**src/rtl/memory_stage.sv**
```systemverilog
// Memory/writeback stage: M and W registers, data-cache request FSM, store lane steering and load
// extraction. Define MEM_ALIGN_CHECK_EN to trap misaligned accesses instead of issuing them.
module memory_stage (
  input  logic        clk,
  input  logic        rst,
  input  logic        ex_valid,
  input  logic [31:0] ex_result,
  input  logic [31:0] ex_store_data,
  input  logic [2:0]  ex_funct3,
  input  logic [4:0]  ex_rd,
  input  logic        ex_reg_we,
  input  logic        ex_mem_rr,
  input  logic        ex_mem_we,
  output logic        stall,
  output logic [31:0] previous,
  output logic [4:0]  prev_rd,
  output logic        prev_reg_we,
  output logic        prev_mem_rr,
  output logic [31:0] writeback,
  output logic [4:0]  wb_rd,
  output logic        wb_reg_we,
  output logic        wb_mem_rr,
  output logic        dc_req_valid,
  input  logic        dc_req_ready,
  output logic [31:0] dc_addr,
  output logic [3:0]  dc_we,
  output logic [31:0] dc_din,
  input  logic        dc_resp_valid,
  input  logic [31:0] dc_dout,
  output logic        misalign
);

  localparam logic [1:0] IDLE = 2'd0;
  localparam logic [1:0] REQ  = 2'd1;
  localparam logic [1:0] RESP = 2'd2;

  logic        m_valid;
  logic [31:0] m_result;
  logic [31:0] m_store_data;
  logic [2:0]  m_funct3;
  logic [4:0]  m_rd;
  logic        m_reg_we;
  logic        m_mem_rr;
  logic        m_mem_we;

  logic [1:0]  state_q, state_d, cur_state;
  logic        misalign_now;
  logic        m_mem;
  logic        next_mem;
  logic        handshake;
  logic        complete;
  logic [31:0] load_shift;
  logic [31:0] load_data;

`ifdef MEM_ALIGN_CHECK_EN
  logic misalign_q;

  always_comb begin
    misalign_now = m_valid & (m_mem_rr | m_mem_we) &
                   (((m_funct3[1:0] == 2'b01) & m_result[0]) |
                    ((m_funct3[1:0] == 2'b10) & (|m_result[1:0])));
  end

  always_ff @(posedge clk or posedge rst) begin
    if (rst) misalign_q <= 1'b0;
    else     misalign_q <= misalign_q | misalign_now;
  end

  assign misalign = misalign_q;
`else
  assign misalign_now = 1'b0;
  assign misalign     = 1'b0;
`endif

  assign m_mem    = m_valid & (m_mem_rr | m_mem_we) & ~misalign_now;
  assign next_mem = ex_valid & (ex_mem_rr | ex_mem_we);

  // A fresh memory op in IDLE behaves as REQ in the same cycle; a non-memory M entry is always IDLE.
  assign cur_state    = m_mem ? ((state_q == IDLE) ? REQ : state_q) : IDLE;
  assign dc_req_valid = (cur_state == REQ);
  assign handshake    = dc_req_valid & dc_req_ready;
  assign complete     = (handshake & m_mem_we) | ((cur_state == RESP) & dc_resp_valid);
  assign stall        = m_mem & ~complete;

  always_comb begin
    state_d = IDLE;
    case (cur_state)
      REQ: begin
        if (!handshake)    state_d = REQ;
        else if (m_mem_we) state_d = next_mem ? REQ : IDLE;
        else               state_d = RESP;
      end
      RESP: begin
        if (dc_resp_valid) state_d = next_mem ? REQ : IDLE;
        else               state_d = RESP;
      end
      default: state_d = IDLE;
    endcase
  end

  always_ff @(posedge clk or posedge rst) begin
    if (rst) state_q <= IDLE;
    else     state_q <= state_d;
  end

  assign dc_addr = {m_result[31:2], 2'b00};

  always_comb begin
    dc_we  = 4'b1111;
    dc_din = m_store_data;
    case (m_funct3[1:0])
      2'b00: begin
        dc_we  = 4'b0001 << m_result[1:0];
        dc_din = {4{m_store_data[7:0]}};
      end
      2'b01: begin
        dc_we  = 4'b0011 << {m_result[1], 1'b0};
        dc_din = {2{m_store_data[15:0]}};
      end
      default: dc_we = 4'b1111;
    endcase
    if (!(m_valid & m_mem_we)) dc_we = 4'b0000;
  end

  assign load_shift = dc_dout >> {m_result[1:0], 3'b000};

  always_comb begin
    load_data = load_shift;
    case (m_funct3)
      3'b000:  load_data = {{24{load_shift[7]}}, load_shift[7:0]};
      3'b001:  load_data = {{16{load_shift[15]}}, load_shift[15:0]};
      3'b100:  load_data = {24'd0, load_shift[7:0]};
      3'b101:  load_data = {16'd0, load_shift[15:0]};
      default: load_data = load_shift;
    endcase
  end

  always_ff @(posedge clk or posedge rst) begin
    if (rst) begin
      m_valid      <= 1'b0;
      m_result     <= 32'd0;
      m_store_data <= 32'd0;
      m_funct3     <= 3'd0;
      m_rd         <= 5'd0;
      m_reg_we     <= 1'b0;
      m_mem_rr     <= 1'b0;
      m_mem_we     <= 1'b0;
    end else if (!stall) begin
      m_valid      <= ex_valid;
      m_result     <= ex_result;
      m_store_data <= ex_store_data;
      m_funct3     <= ex_funct3;
      m_rd         <= ex_rd;
      m_reg_we     <= ex_reg_we;
      m_mem_rr     <= ex_mem_rr;
      m_mem_we     <= ex_mem_we;
    end
  end

  assign previous    = m_result;
  assign prev_rd     = m_rd;
  assign prev_reg_we = m_valid & m_reg_we;
  assign prev_mem_rr = m_valid & m_mem_rr;

  // While stalled the W stage takes a bubble; data fields are left as-is.
  always_ff @(posedge clk or posedge rst) begin
    if (rst) begin
      writeback <= 32'd0;
      wb_rd     <= 5'd0;
      wb_reg_we <= 1'b0;
      wb_mem_rr <= 1'b0;
    end else if (stall) begin
      wb_reg_we <= 1'b0;
      wb_mem_rr <= 1'b0;
    end else begin
      writeback <= (m_valid & m_mem_rr) ? load_data : m_result;
      wb_rd     <= m_rd;
      wb_reg_we <= m_valid & m_reg_we & ~misalign_now;
      wb_mem_rr <= m_valid & m_mem_rr & ~misalign_now;
    end
  end

endmodule

```
**config.mk**
```make
export PLATFORM = sky130hd
export DESIGN_NAME = memory_stage
export DESIGN_NICKNAME = d
export VERILOG_FILES = /design/src/rtl/memory_stage.sv
export SDC_FILE = /design/constraint.sdc
export NUM_CORES = 1
export LEC_CHECK = 0
export CAP_MARGIN = 30
export CORE_MARGIN = 2
export CORE_UTILIZATION = 40
export CTS_BUF_LIST = sky130_fd_sc_hd__clkbuf_4 sky130_fd_sc_hd__clkbuf_8
export DETAILED_ROUTE_END_ITERATION = 7
export PLACE_DENSITY = 0.89
export RECOVER_POWER = 50
export SLEW_MARGIN = 20
export SYNTH_ARGS = -nofsm -noshare
export SYNTH_HDL_FRONTEND = slang
export SYNTH_SLANG_ARGS = --single-unit
```
**constraint.sdc**
```tcl
create_clock -name clk -period 3.6 [get_ports clk]
set_input_delay 0.72 -clock clk [delete_from_list [all_inputs] [get_ports clk]]
set_output_delay 0.72 -clock clk [all_outputs]
set_load 0.01 [all_outputs]
```
# After elaboration in Yosys (flattened, before gate mapping)
# Cells that the tools add are included.
dict set report classes {
  addsub 0
  n_mul 0
  n_div 0
  magnitude_cmp 0
  n_eq_ne 6
  n_shift 3
  muxes 14
  bitwise 13
  reduce_logical 3
}
# operator count
set op_table {}
lappend op_table {{$pmux W32 S4} 1}
lappend op_table {{$pmux W32 S2} 1}
lappend op_table {{$mux W32} 1}
lappend op_table {{$shr A32 B5 Y32} 1}
lappend op_table {{$mux W2} 5}
lappend op_table {{$and A1 B1 Y1} 9}
lappend op_table {{$pmux W4 S2} 1}
lappend op_table {{$eq A3 B3 Y1 const B} 2}
lappend op_table {{$eq A2 B1 Y1 const B} 2}
lappend op_table {{$logic_not A2 Y1} 2}
lappend op_table {{$mux W4} 1}
lappend op_table {{$pmux W2 S2} 1}
lappend op_table {{$shl A1 B2 Y4 const A} 1}
lappend op_table {{$shl A2 B2 Y4 const A} 1}
lappend op_table {{$eq A3 B1 Y1 const B} 1}
lappend op_table {{$logic_not A3 Y1} 1}
lappend op_table {{$mux W1} 3}
lappend op_table {{$or A1 B1 Y1} 3}
lappend op_table {{$eq A2 B2 Y1 const B} 1}
lappend op_table {{$not A1 Y1} 1}
dict set report totals {
  reg_bits 117
  latchBits 0
  mem_bits_rw 0
  mem_bits_ro 0
  in_bits 112
  out_inout_bits 149
  word_cells 52
  memories 0
}

# Depth between registers and ports, before layout
# Gate-level depths: netlist of the first run.
dict set report logic_depth {
  ltp_word 10
  ltp_mapped 11
}

# Worst setup path after synthesis of the first run
# OpenSTA, ideal clock, no wires.
dict set report synth_timing {
  path_kind {flip-flop to output port}
  startpoint {register m_mem_we}
  endpoint {output stall}
  arrival_time_ns 1.815
  setup_slack_ns 1.065
  stages_incl_launch_ff 10
  n_path_buf 2
  path_cell_list {dfrtp_1 o21a_1 o21ai_0 inv_1 ha_1 nand3_1 nand3_1 inv_1 buf_2 buf_2}
}
dict set report synth_between {
  elab_chain_len 9
}
# item line
set synth_rtl {}
lappend synth_rtl {{start: declaration} 44} ;# logic m_mem_we;
lappend synth_rtl {{start signal: assignment} 156} ;# m_mem_we <= ex_mem_we;
lappend synth_rtl {{$or A1 B1 Y1} 75} ;# assign m_mem = m_valid & (m_mem_rr | m_mem_we) & ~misalign_now;
lappend synth_rtl {{$and A1 B1 Y1} 75}
lappend synth_rtl {{$mux W2} 79} ;# assign cur_state = m_mem ? ((state_q == IDLE) ? REQ : state_q) : IDLE;
lappend synth_rtl {{$eq A2 B1 Y1} 80} ;# assign dc_req_valid = (cur_state == REQ);
lappend synth_rtl {{via dc_req_valid} 23} ;# output logic dc_req_valid,
lappend synth_rtl {{$and A1 B1 Y1} 81} ;# assign handshake = dc_req_valid & dc_req_ready;
lappend synth_rtl {{$and A1 B1 Y1} 82} ;# assign complete = (handshake & m_mem_we) | ((cur_state == RESP) & dc_resp_valid);
lappend synth_rtl {{$or A1 B1 Y1} 82}
lappend synth_rtl {{$not A1 Y1} 83} ;# assign stall = m_mem & ~complete;
lappend synth_rtl {{$and A1 B1 Y1} 83}
lappend synth_rtl {{end: declaration} 14} ;# output logic stall,
# The timed path passes the listed nets, and every way through them passes these cells.

# Worst setup path after layout of the first run
dict set report layout_timing {
  startpoint {register m_mem_we}
  endpoint {output stall}
}
dict set report layout_between {
  elab_chain_len 9
}
# item line
set layout_rtl {}
lappend layout_rtl {{$or A1 B1 Y1} 75}
lappend layout_rtl {{$and A1 B1 Y1} 75}
lappend layout_rtl {{$mux W2} 79}
lappend layout_rtl {{$eq A2 B1 Y1} 80}
lappend layout_rtl {{$and A1 B1 Y1} 81}
lappend layout_rtl {{$and A1 B1 Y1} 82}
lappend layout_rtl {{$or A1 B1 Y1} 82}
lappend layout_rtl {{$not A1 Y1} 83}
lappend layout_rtl {{$and A1 B1 Y1 *} 83}
# Mark *: on every way between the ends. The rest lies on a longest branch, timed or not.

==> flow_metrics.tcl, run 1 <==
set metrics [dict create \
    min_period_over_period 0.9019 \
    placed_cell_area_mm2 0.008589 \
    dieArea_mm2 0.01639 \
    synth-seq-cells 117 \
    cp-end-kind "output pin" \
    required_ns 2.88 \
    grt_setup_unrepaired "false" \
    register_area_mm2 0.002928 \
    start_util 0.4078 \
    grt_usage 0.2371 \
    core_area_mm2 0.01509 \
    num_vias 5728 \
    ir_worst_vdd_uv 656.4 \
    synthTopCellsByArea "dfrtp_1 (48%), nand2_1 (17%), buf_4 (5.5%)" \
    viasPerCell 5.133 \
    cts_buffers 17 \
    netlist_area_mm2 0.006153 \
    setup_viol 0 \
    synth_common_cells "nand2_1 (274), dfrtp_1 (117), buf_4 (45)" \
    maxSlewHeadroom 0.02457 \
    synth_most_common_cell "nand2_1" \
    ctsResizeCount 0 \
    ios 261 \
    ys_async_sr_fraction 1.000 \
    std_cell_rows 45 \
    startpoint_type "flop" \
    max_stage_delay_ns 0.58 \
    gp_congestion 0.8455 \
    synth_edf_count 0 \
    nets 1031 \
    p_leak_nw 4.077 \
    finalWorstSetupSlack_ns 0.3532 \
    dpl_worst_slack_ns 0.6282 \
    htree_levels 4 \
    finalHoldViolations 0 \
    synthCells 711 \
    hold_buffers 0 \
    drive_above_1_share 0.1002 \
    grt_max_degree 115 \
    path_clk_slew_ns 0.06 \
    drt_iter0_drc 319 \
    die_w_um 128.0 \
    synth_seq_area_share 0.4758 \
    yosysWarnings 0 \
    yosysUniqueCellTypes 41 \
    overflow 0 \
    cts_tree "built" \
    synth_area_leader_cell "dfrtp_1" \
    portBuffers 257 \
    post-cts-setup-buffers 0 \
    worstSetupPathType "reg -> out" \
    drt_wl_total_mm 19.32 \
    fillCellCount 1300 \
    cts_num_sinks 117 \
    final_cell_area_mm2 0.008942 \
    hold_path_class "reg -> reg" \
    cap_violations 0 \
    layout_min_cycle_time_ns 3.247 \
    power_w 0.009459 \
    finalClockSkew_ns 0.008536 \
    multi_input_area_mm2 0.002696 \
    antenna_left 0 \
    grt_pass1_wl_mm 30.13 \
    regToRegSetupSlack_ns 0.63 \
    n_antenna_cell 0 \
    dp.final_hpwl_mm 13.79 \
    crit_slowest_cell "clkdlybuf4s50_1" \
    clock_latency_ns 0.43 \
    powerDensity_mw_per_mm2 1058 \
    synth_top_cell_area_share 0.4758 \
    clock.fmax_mhz 308.0 \
    drcViolationCount 0 \
    synth_flop_cell "dfrtp_1" \
    wl_per_cell_um 17.31 \
    cp.arrival_ns 2.53 \
    worst-path-max-fanout 6 \
    antenna_found_initial 0 \
    clock_path_buffers 2 \
    grt_pass1_vias 5773 \
    slew_viol_final 0 \
    crit_chain "o21a_1 -> o21ai_0 -> inv_1 -> ha_1 -> nand3_1 -> nand3_4 -> clkinv_2 -> clkdlybuf4s50_1" \
    outcome "complete, no violations" \
    avgSynthCellArea_um2 8.655 \
    area_delta_synth_final_pct 45.32 \
    first_pass_iters 5 \
    final.setup.tns_ns 0 \
    cts-root-buf "clkbuf_8" \
    worstMarginPinSlew_ns 1.455 \
    die_h_um 128.0 \
]
## report_power, final
| part | internal [W] | switching [W] |
|---|---|---|
| combinational | 0.00268 | 0.00312 |
| sequential | 0.00201 | 0.000533 |
| clock | 0.000598 | 0.000513 |
## state kept, by name (all words and copies together), names as in the netlist
name	flops
m_valid	1
wb_reg_we	1
prev_rd	5
m_mem_rr	1
m_reg_we	1
wb_mem_rr	1
previous	32
m_mem_we	1
writeback	32
wb_rd	5
m_store_data	32
state_q	2
m_funct3	3
## critical path, delay by kind of cell (launching register included)
family	cells	cell delay, ns
compound gates	2	0.40
fa+ha+maj	1	0.25
buf+inv	3	0.71
flops	1	0.44
simple gates	2	0.28
## cells in the final DEF (no fill, tap or decap), drive strengths merged, types with 2 or more instances in the layout
cell type      synthesis  layout
clkbuf                30      27
conb                   1       3
clkinv                 0       5
clkdlybuf4s50          0     186
nand3                  4       4
a2111oi                8       8
o211ai                 6       6
a211oi                 8       8
mux2                  22      22
o22ai                  9       9
ha                     2       2
mux2i                 26      26
dfrtp                117     117
dlygate4sd3            0      71
nor2                  36      36
and2                   2       2
o21ai                 47      47
a21oi                 28      28
or2                    2       2
buf                   55      12
nand2                274     274
nor4                   8       8
nand2b                 7       7
inv                    8       6
## cell type report
cell class              instances  share of cell area
clock inverters                 4            0.002239
flip-flops and latches        117              0.3274
multi-input cells             503              0.3015
clock buffers                  26             0.03792
repair buffers                270              0.3010
well taps                     188             0.02630
inverters                       8            0.003638
## logic make-up (layout without fill, tap and decap cells)
family          after synthesis  count (layout)  synth area share
flops                       117             117            0.4758
compound gates              112             112            0.1192
fa+ha+maj                     2               2          0.004066
other cells                   1               3         0.0006094
mux                          48              48           0.08316
simple gates                338             338            0.2279
buf+inv                      93             308           0.08926
## stage by stage
stage | hold WS, ns | std cells | utilization
final | 0.4619 | 1116 | 0.5926
after global routing | 0.4879 | 1116 | 0.5926
after CTS | 0.4700 | 1116 | 0.5930
after detailed placement | 0.4555 | 1086 | 0.5692
after global placement | 0.4435 | 1086 | 0.5692
after floorplan | 0.4311 | 713 | -
## metal layers
layer | global-route usage | part of all wire | vias to the layer above
met3 | 0.08306 | 0.083 | 42
li1 | - | - | 2717
met5 | 0 | 0 | -
met4 | 0.1015 | 0.028 | 0
met2 | 0.4033 | 0.49 | 241
met1 | 0.2714 | 0.40 | 2728
## path summary, 6_finish.rpt
path                          start                to  cells past startpoint
setup / recovery           m_mem_we             stall                      8
hold reg to reg            wb_rd[2]          wb_rd[2]                      2
hold / removal             wb_rd[2]          wb_rd[2]                      2
setup reg to reg           m_mem_we  m_store_data[21]                     11
min in group asynchronous       rst       m_funct3[2]                      2
max in group asynchronous       rst     writeback[21]                      3
No activity file was read; power rests on OpenSTA's default activity.
==> run 2: changes to the inputs <==
--- a/config.mk
+++ b/config.mk
@@ -12,6 +12,7 @@
 export DETAILED_ROUTE_END_ITERATION = 7
 export PLACE_DENSITY = 0.89
 export RECOVER_POWER = 50
+export SETUP_SLACK_MARGIN = 0.15
 export SLEW_MARGIN = 20
 export SYNTH_ARGS = -nofsm -noshare
 export SYNTH_HDL_FRONTEND = slang
==> results of run 2 <==
Final layout, timing and power as in run 1 (identical DEF).
